File: src/rtl/core101_pkg.sv
// Shared constants for the core101 pipeline: ALU opcodes, RV32I major
// opcodes and instruction field positions used by the decode logic.
package core101_pkg;

   localparam int CORE_XLEN = 32;
   localparam int CORE_OPW  = 4;

   // ALU opcodes, encoded as {alt bit, funct3}
   localparam logic [3:0] ALU_ADD  = 4'b0000;
   localparam logic [3:0] ALU_SLL  = 4'b0001;
   localparam logic [3:0] ALU_SLT  = 4'b0010;
   localparam logic [3:0] ALU_SLTU = 4'b0011;
   localparam logic [3:0] ALU_XOR  = 4'b0100;
   localparam logic [3:0] ALU_SRL  = 4'b0101;
   localparam logic [3:0] ALU_OR   = 4'b0110;
   localparam logic [3:0] ALU_AND  = 4'b0111;
   localparam logic [3:0] ALU_SUB  = 4'b1000;
   localparam logic [3:0] ALU_SRA  = 4'b1101;

   // RV32I major opcodes handled by the issue stage
   localparam logic [6:0] OPC_OP    = 7'b0110011;
   localparam logic [6:0] OPC_OPIMM = 7'b0010011;
   localparam logic [6:0] OPC_LUI   = 7'b0110111;
   localparam logic [6:0] OPC_AUIPC = 7'b0010111;

   // funct3 / funct7 values with special legality rules
   localparam logic [2:0] F3_SLL   = 3'b001;
   localparam logic [2:0] F3_ADD   = 3'b000;
   localparam logic [2:0] F3_SR    = 3'b101;
   localparam logic [6:0] F7_ZERO  = 7'b0000000;
   localparam logic [6:0] F7_ALT   = 7'b0100000;

   // Instruction field positions
   localparam int OPC_LSB   = 0;
   localparam int RD_LSB    = 7;
   localparam int F3_LSB    = 12;
   localparam int RS1_LSB   = 15;
   localparam int RS2_LSB   = 20;
   localparam int SHAMT_LSB = 20;
   localparam int IMMI_LSB  = 20;
   localparam int IMMU_LSB  = 12;
   localparam int F7_LSB    = 25;
   localparam int ALT_BIT   = 30;

endpackage

File: src/rtl/alu_issue_decode.sv
// Combinational RV32I decode for the ALU issue stage: produces operands,
// ALU opcode, destination and legality for OP, OP-IMM, LUI and AUIPC.
module alu_issue_decode
   import core101_pkg::*;
#(
   parameter int XLEN = CORE_XLEN,
   parameter int OPW  = CORE_OPW
) (
   input  logic [31:0]     instr,
   input  logic [XLEN-1:0] pc,
   input  logic [XLEN-1:0] rs1_data,
   input  logic [XLEN-1:0] rs2_data,
   output logic [XLEN-1:0] dec_a,
   output logic [XLEN-1:0] dec_b,
   output logic [OPW-1:0]  dec_opcode,
   output logic [4:0]      dec_rd,
   output logic            dec_we,
   output logic            dec_illegal
);

   logic [6:0]      opc;
   logic [2:0]      funct3;
   logic [6:0]      funct7;
   logic [4:0]      shamt;
   logic [XLEN-1:0] imm_i;
   logic [XLEN-1:0] imm_u;
   logic [XLEN-1:0] a_raw;
   logic [XLEN-1:0] b_raw;
   logic [3:0]      op_raw;
   logic            legal;
   logic            unused_rs1_field;

   assign opc    = instr[OPC_LSB +: 7];
   assign funct3 = instr[F3_LSB +: 3];
   assign funct7 = instr[F7_LSB +: 7];
   assign shamt  = instr[SHAMT_LSB +: 5];
   assign dec_rd = instr[RD_LSB +: 5];

   // The register file has already been read, so the rs1 index is not needed here
   assign unused_rs1_field = ^instr[RS1_LSB +: 5];

   // Immediates sign-extend from instruction bit 31 to the full datapath width
   assign imm_i = XLEN'($signed(instr[31:IMMI_LSB]));
   assign imm_u = XLEN'($signed({instr[31:IMMU_LSB], 12'b0}));

   // Raw operand/opcode selection per major opcode, plus the legality rules
   always_comb begin
      a_raw  = '0;
      b_raw  = '0;
      op_raw = ALU_ADD;
      legal  = 1'b0;
      case (opc)
         OPC_OP: begin
            a_raw  = rs1_data;
            b_raw  = rs2_data;
            op_raw = {funct7[5], funct3};
            legal  = (funct7 == F7_ZERO) ||
                     ((funct7 == F7_ALT) && ((funct3 == F3_ADD) || (funct3 == F3_SR)));
         end
         OPC_OPIMM: begin
            a_raw = rs1_data;
            if (funct3 == F3_SLL) begin
               b_raw  = XLEN'(shamt);
               op_raw = {1'b0, funct3};
               legal  = (funct7 == F7_ZERO);
            end else if (funct3 == F3_SR) begin
               b_raw  = XLEN'(shamt);
               op_raw = {instr[ALT_BIT], funct3};
               legal  = (funct7 == F7_ZERO) || (funct7 == F7_ALT);
            end else begin
               b_raw  = imm_i;
               op_raw = {1'b0, funct3};
               legal  = 1'b1;
            end
         end
         OPC_LUI: begin
            b_raw = imm_u;
            legal = 1'b1;
         end
         OPC_AUIPC: begin
            a_raw = pc;
            b_raw = imm_u;
            legal = 1'b1;
         end
         default: begin
            legal = 1'b0;
         end
      endcase
   end

   // Illegal entries still flow down the pipe, but as a harmless ADD 0,0
   assign dec_a       = legal ? a_raw : '0;
   assign dec_b       = legal ? b_raw : '0;
   assign dec_opcode  = legal ? OPW'(op_raw) : OPW'(ALU_ADD);
   assign dec_we      = legal && (dec_rd != 5'd0);
   assign dec_illegal = ~legal;

endmodule

File: src/rtl/alu_issue_stage.sv
// Registered decode/issue stage: decodes one instruction per handshake and
// presents it to the ALU over valid/ready, with a one-entry skid buffer so
// in_ready can be a pure register.
module alu_issue_stage
   import core101_pkg::*;
#(
   parameter int XLEN = CORE_XLEN,
   parameter int OPW  = CORE_OPW
) (
   input  logic            clk,
   input  logic            rst_n,
   input  logic            flush,
   input  logic            in_valid,
   output logic            in_ready,
   input  logic [31:0]     in_instr,
   input  logic [XLEN-1:0] in_pc,
   input  logic [XLEN-1:0] in_rs1_data,
   input  logic [XLEN-1:0] in_rs2_data,
   output logic            alu_valid,
   input  logic            alu_ready,
   output logic [XLEN-1:0] alu_input_a,
   output logic [XLEN-1:0] alu_input_b,
   output logic [OPW-1:0]  alu_opcode,
   output logic [4:0]      rd_addr,
   output logic            rd_we,
   output logic            illegal
);

   logic [XLEN-1:0] dec_a;
   logic [XLEN-1:0] dec_b;
   logic [OPW-1:0]  dec_opcode;
   logic [4:0]      dec_rd;
   logic            dec_we;
   logic            dec_illegal;

   logic            out_valid_q;
   logic [XLEN-1:0] out_a_q;
   logic [XLEN-1:0] out_b_q;
   logic [OPW-1:0]  out_opcode_q;
   logic [4:0]      out_rd_q;
   logic            out_we_q;
   logic            out_illegal_q;

   logic            skid_full_q;
   logic [XLEN-1:0] skid_a_q;
   logic [XLEN-1:0] skid_b_q;
   logic [OPW-1:0]  skid_opcode_q;
   logic [4:0]      skid_rd_q;
   logic            skid_we_q;
   logic            skid_illegal_q;

   logic            in_ready_q;

   logic            accept;
   logic            advance;
   logic            out_valid_d;
   logic            skid_full_d;
   logic            load_out;
   logic            out_from_skid;
   logic            load_skid;

   alu_issue_decode #(
      .XLEN(XLEN),
      .OPW (OPW)
   ) u_decode (
      .instr      (in_instr),
      .pc         (in_pc),
      .rs1_data   (in_rs1_data),
      .rs2_data   (in_rs2_data),
      .dec_a      (dec_a),
      .dec_b      (dec_b),
      .dec_opcode (dec_opcode),
      .dec_rd     (dec_rd),
      .dec_we     (dec_we),
      .dec_illegal(dec_illegal)
   );

   assign accept  = in_valid & in_ready_q;
   assign advance = ~out_valid_q | alu_ready;

   // Handshake control: flush wins, then a draining output refills from the
   // skid first, otherwise a stalled output diverts the new entry into the skid.
   // in_ready is low whenever the skid is full, so accept never meets a full skid.
   always_comb begin
      out_valid_d   = out_valid_q;
      skid_full_d   = skid_full_q;
      load_out      = 1'b0;
      out_from_skid = 1'b0;
      load_skid     = 1'b0;
      if (flush) begin
         out_valid_d = 1'b0;
         skid_full_d = 1'b0;
      end else if (advance) begin
         if (skid_full_q) begin
            load_out      = 1'b1;
            out_from_skid = 1'b1;
            out_valid_d   = 1'b1;
            skid_full_d   = 1'b0;
         end else if (accept) begin
            load_out    = 1'b1;
            out_valid_d = 1'b1;
         end else begin
            out_valid_d = 1'b0;
         end
      end else if (accept) begin
         load_skid   = 1'b1;
         skid_full_d = 1'b1;
      end
   end

   // Valid flags and the registered in_ready (low during reset, high after)
   always_ff @(posedge clk or negedge rst_n) begin
      if (!rst_n) begin
         out_valid_q <= 1'b0;
         skid_full_q <= 1'b0;
         in_ready_q  <= 1'b0;
      end else begin
         out_valid_q <= out_valid_d;
         skid_full_q <= skid_full_d;
         in_ready_q  <= ~skid_full_d;
      end
   end

   // Output payload register, loaded from the skid or straight from decode
   always_ff @(posedge clk or negedge rst_n) begin
      if (!rst_n) begin
         out_a_q       <= '0;
         out_b_q       <= '0;
         out_opcode_q  <= '0;
         out_rd_q      <= '0;
         out_we_q      <= 1'b0;
         out_illegal_q <= 1'b0;
      end else if (load_out) begin
         if (out_from_skid) begin
            out_a_q       <= skid_a_q;
            out_b_q       <= skid_b_q;
            out_opcode_q  <= skid_opcode_q;
            out_rd_q      <= skid_rd_q;
            out_we_q      <= skid_we_q;
            out_illegal_q <= skid_illegal_q;
         end else begin
            out_a_q       <= dec_a;
            out_b_q       <= dec_b;
            out_opcode_q  <= dec_opcode;
            out_rd_q      <= dec_rd;
            out_we_q      <= dec_we;
            out_illegal_q <= dec_illegal;
         end
      end
   end

   // Skid payload register, captures an entry accepted while the output stalls
   always_ff @(posedge clk or negedge rst_n) begin
      if (!rst_n) begin
         skid_a_q       <= '0;
         skid_b_q       <= '0;
         skid_opcode_q  <= '0;
         skid_rd_q      <= '0;
         skid_we_q      <= 1'b0;
         skid_illegal_q <= 1'b0;
      end else if (load_skid) begin
         skid_a_q       <= dec_a;
         skid_b_q       <= dec_b;
         skid_opcode_q  <= dec_opcode;
         skid_rd_q      <= dec_rd;
         skid_we_q      <= dec_we;
         skid_illegal_q <= dec_illegal;
      end
   end

   assign in_ready    = in_ready_q;
   assign alu_valid   = out_valid_q;
   assign alu_input_a = out_a_q;
   assign alu_input_b = out_b_q;
   assign alu_opcode  = out_opcode_q;
   assign rd_addr     = out_rd_q;
   assign rd_we       = out_we_q;
   assign illegal     = out_illegal_q;

endmodule

File: config.mk
export PLATFORM = sky130hd
export DESIGN_NAME = alu_issue_stage
export DESIGN_NICKNAME = d
export VERILOG_FILES = /design/src/rtl/core101_pkg.sv /design/src/rtl/alu_issue_decode.sv /design/src/rtl/alu_issue_stage.sv
export SDC_FILE = /design/constraint.sdc
export NUM_CORES = 1
export LEC_CHECK = 0
export ABC_AREA = 0
export CORE_ASPECT_RATIO = 1.2
export CORE_UTILIZATION = 40
export CTS_CLUSTER_SIZE = 14
export DETAILED_ROUTE_END_ITERATION = 8
export PLACE_DENSITY = 0.78
export SLEW_MARGIN = 30
export SYNTH_ARGS = -nofsm -noshare
export SYNTH_HDL_FRONTEND = slang
export SYNTH_SLANG_ARGS = --single-unit
File: constraint.sdc
create_clock -name clk -period 2.41 [get_ports clk]
set_input_delay 0.3615 -clock clk [delete_from_list [all_inputs] [get_ports clk]]
set_output_delay 0.3615 -clock clk [all_outputs]
set_load 0.005 [all_outputs]
==> run_results.csv <==
group,metric,value,unit
setup_path,cp-end-kind,"register",
detailed_routing,routed_wirelength,22.5,mm
grt,grt_overflow,0,
cts,h-tree-depth,4,
synthesis,synth_flop_cell,"dfrtp_1",
flow_run,drv_cap,0,
setup_path,r2r-end,"alu_input_a[25]",
timing,max_freq,463,MHz
timing,slew_viol_final,0,
status,outcome,"complete, no violations",
cts,cts-buffers-inserted,17,
cells_and_area,finish.net_count,1235,
synthesis,avgSynthCellArea,8.37,um2
synthesis,ys_ff_latch,153,
grt,grt_first_pass_wirelength,36.8,mm
setup_path,cp-start-kind,"input pin",
setup_path,required,2.74,ns
cells_and_area,multi_input_area,0.00331,mm2
grt,grt_usage,24.0,%
placement,place_congestion,0.836,
setup_path,ff2ff_setup_slack,0.45,ns
synthesis,yosysTopAreaCell,"dfrtp_1",
grt,antenna_found_initial,0,
cts,clkSinkCount,153,
setup_path,r2r_cells,6,
synthesis,ys_types,41,
synthesis,synth_fp_nets,1035,
cells_and_area,drive_gt1_share,8.89,%
pwr,p_clk_share,41.3,%
min_path,min_from,"skid_rd_q[2]",
synthesis,synth_edf_count,0,
timing,max_slew_margin,62.3,%
cts,ctsRootBufferMaster,"clkbuf_16",
timing,skew,0.0103,ns
synthesis,synth_warnings,0,
placement,place_hpwl,15.4,mm
pwr,pwr-share-seq,41.0,%
setup_path,arrival,2.48,ns
floorplanning,die-area,0.0194,mm2
detailed_routing,drt_iter0_markers,544,
pwr,leakagePower,4.42,nW
grt,grt_max_degree,59,
pwr,p_per_area,648,mW/mm2
grt,first_global_vias,7180,
detailed_routing,wire_per_inst,16.5,um
timing,finalCritPeriodShare,89.5,%
pwr,p_int,0.00534,W
cells_and_area,ff_latch_area,0.00383,mm2
min_path,worstHoldEndpoint,"skid_rd_q[2]",
pwr,vdd_ir_drop_max,0.492,mV
pwr,p_sw_share,23.9,%
detailed_routing,vias,7291,
floorplanning,die_h,153,um
detailed_routing,dr.pass1.iters,5,
cts,cts_resized,0,
floorplanning,rows,54,
cts,clk_latency,0.42,ns
setup_path,r2r_start,"alu_valid",
synthesis,yosys.cell_count.top_type,"nand2_1",
detailed_routing,ant_nets,0,
cts,clock_path_buffers,2,
detailed_routing,viasPerCell,5.34,
synthesis,synthCells,902,
cts,clk_pin_slew,0.06,ns
cells_and_area,n_antenna_cell,0,
placement,port_buffers,209,
synthesis,yosys.area_share.simple,20.4,%
timing,finalHoldViolations,0,
synthesis,synth_adder_area_share,0,%
setup_path,cpMaxStageDelayCell,"or4_4",
synthesis,yosys-top-cells-count,"nand2_1, o21ai_0, dfrtp_1, clkbuf_1, a21oi_1",
timing,tightest_slew,0.566,ns
synthesis,synthMuxAreaShare,1.41,%
synthesis,yosys-top-cells-area,"dfrtp_1, o21ai_0, nand2_1",
synthesis,synth_top_family_by_area,"compound AO/OA/AOI/OAI gates",
setup_path,worst-path-buf-inv,2,
setup_path,cp_max_fo,16,
setup_path,path_cells,"clkdlybuf4s50_1 -> or4_4 -> o32ai_2 -> a31o_2 -> buf_4 -> a31oi_1 -> o21ai_0",
cts,postCtsSetupBuffers,0,
synthesis,ys_seq_area_share,50.7,%
floorplanning,io_pins,210,
min_path,worstHoldPathType,"reg2reg",
timing,rsz0062_at_grt,"false",
cells_and_area,areaGrowthSynthToFinish,43.3,%
setup_path,crit_family,"compound AO/OA/AOI/OAI gates",
timing,setup_viol,0,
setup_path,cpPeakStageDelay,0.57,ns
floorplanning,start_util,41.3,%
cells_and_area,final_cell_area,0.0108,mm2
pwr,switching_power,0.00168,W
placement,placed_area,0.0102,mm2
pwr,power_frac_comb,17.8,%
setup_path,worstSetupPathType,"in2reg",
synthesis,synth_top_area_share,50.7,%
floorplanning,fp.coreArea,0.0183,mm2
timing,layout_min_cycle_time,2.16,ns
synthesis,async_reset_ff_share,100,%
timing,fin_setup_tns,0,ns
cells_and_area,fin_cells,1365,
detailed_routing,drt_drc_violations_left,0,
cells_and_area,fillCellCount,1609,
min_path,min_path_cells,2,
synthesis,synth_xor_area_share,0,%
synthesis,synthesis.area,0.00755,mm2
cts,tritoncts,"built",
floorplanning,die_w,127,um
synthesis,synth_compound_area_share,21.5,%
placement,placedCellCount,1334,
registers in the layout, indices dropped and copies added (netlist names):
register	cells
in_ready	1
skid_illegal_q	1
skid_a_q	32
rd_addr	5
illegal	1
skid_full_q	1
alu_opcode	4
rd_we	1
alu_input_b	32
alu_input_a	32
skid_we_q	1
skid_opcode_q	4
skid_rd_q	5
alu_valid	1
skid_b_q	32
power groups by stage:
stage          combinational [W]  clock (W)  sequential, W
5_1_grt                  0.00137    0.00304        0.00290
6_report                 0.00125    0.00290        0.00287
3_3_place_gp             0.00124          0        0.00292
3_5_place_dp             0.00125          0        0.00292
4_1_cts                  0.00126    0.00294        0.00288
2_1_floorplan           0.000411          0        0.00292
worst min-delay path, stage by stage, from the launching register on:
cell and delay [ns]:
dfrtp_1 0.34, nand2_1 0.05, nand2_1 0.05
stage by stage:
stage          total power (W)  util [%]  setup slack (ns)  hold WS, ns
6_report               0.00702      59.1             0.252        0.474
5_1_grt                0.00730      59.1             0.137        0.498
4_1_cts                0.00708      59.1             0.258        0.477
3_5_place_dp           0.00417      55.6            -0.168        0.379
3_3_place_gp           0.00415      55.6           -0.0718        0.373
2_1_floorplan          0.00333         -             0.496       0.0659
layout make-up:
class / instances / share of cell area, %
multi-input combinational: 638 / 30.6
clock inverter: 8 / 1.56
clock buffer: 22 / 4.29
timing repair buffer: 257 / 24.1
tap: 252 / 2.91
sequential: 153 / 35.4
inverter: 35 / 1.21
routing by layer:
metal  vias to the layer above  GRT usage, %  part of all wire (%)
met1                      3447          30.0                    41
li1                       3506             -                     -
met3                        42          5.37                   7.0
met5                         -             0                     0
met4                         0          8.73                   2.3
met2                       296          40.5                    49
cell families after synthesis:
logic type      after synthesis
mux                          10
compound gates              291
buf+inv                     111
simple gates                337
flops                       153
repair_timing:
item / CTS / global route
setup endpoints to repair: 0 / 0
hold buffers: 1 / 0
endpoints found under the hold margin: 55 / 0
worst max path at each step:
stage | end | slack (ns) | depth (start not counted) | start
6_report | alu_input_b[24] | 0.25 | 7 | in_instr[27]
5_1_grt | alu_input_b[16] | 0.14 | 7 | in_instr[27]
4_1_cts | alu_input_b[24] | 0.26 | 7 | in_instr[27]
3_5_place_dp | alu_input_b[16] | -0.17 | 7 | in_instr[27]
3_3_place_gp | alu_input_b[30] | -0.07 | 7 | in_instr[27]
2_1_floorplan | skid_b_q[12] | 0.50 | 7 | in_instr[27]
placed cells by master, fill, tap and decap left out, types with 2 or more instances in the layout:
cell type          n
clkdlybuf4s50_1  206
nand2_1          189
o21ai_0          178
dfrtp_1          153
a21oi_1           57
or3_1             37
inv_1             35
buf_4             34
nand3_1           33
nor2b_1           22
nor2_1            19
a31oi_1           19
clkbuf_16         17
nor3_1            15
a211oi_1          13
buf_12            13
a32o_1             7
mux2_2             5
mux2i_1            5
bufinv_16          5
nand2b_1           4
o31ai_1            4
nor3_2             3
o31ai_2            3
clkbuf_1           3
nor2_4             2
nand3b_1           2
a32oi_1            2
clkbuf_8           2
clkinv_2           2
buf_2              2
Note: power is estimated with default switching activity, not from simulation.
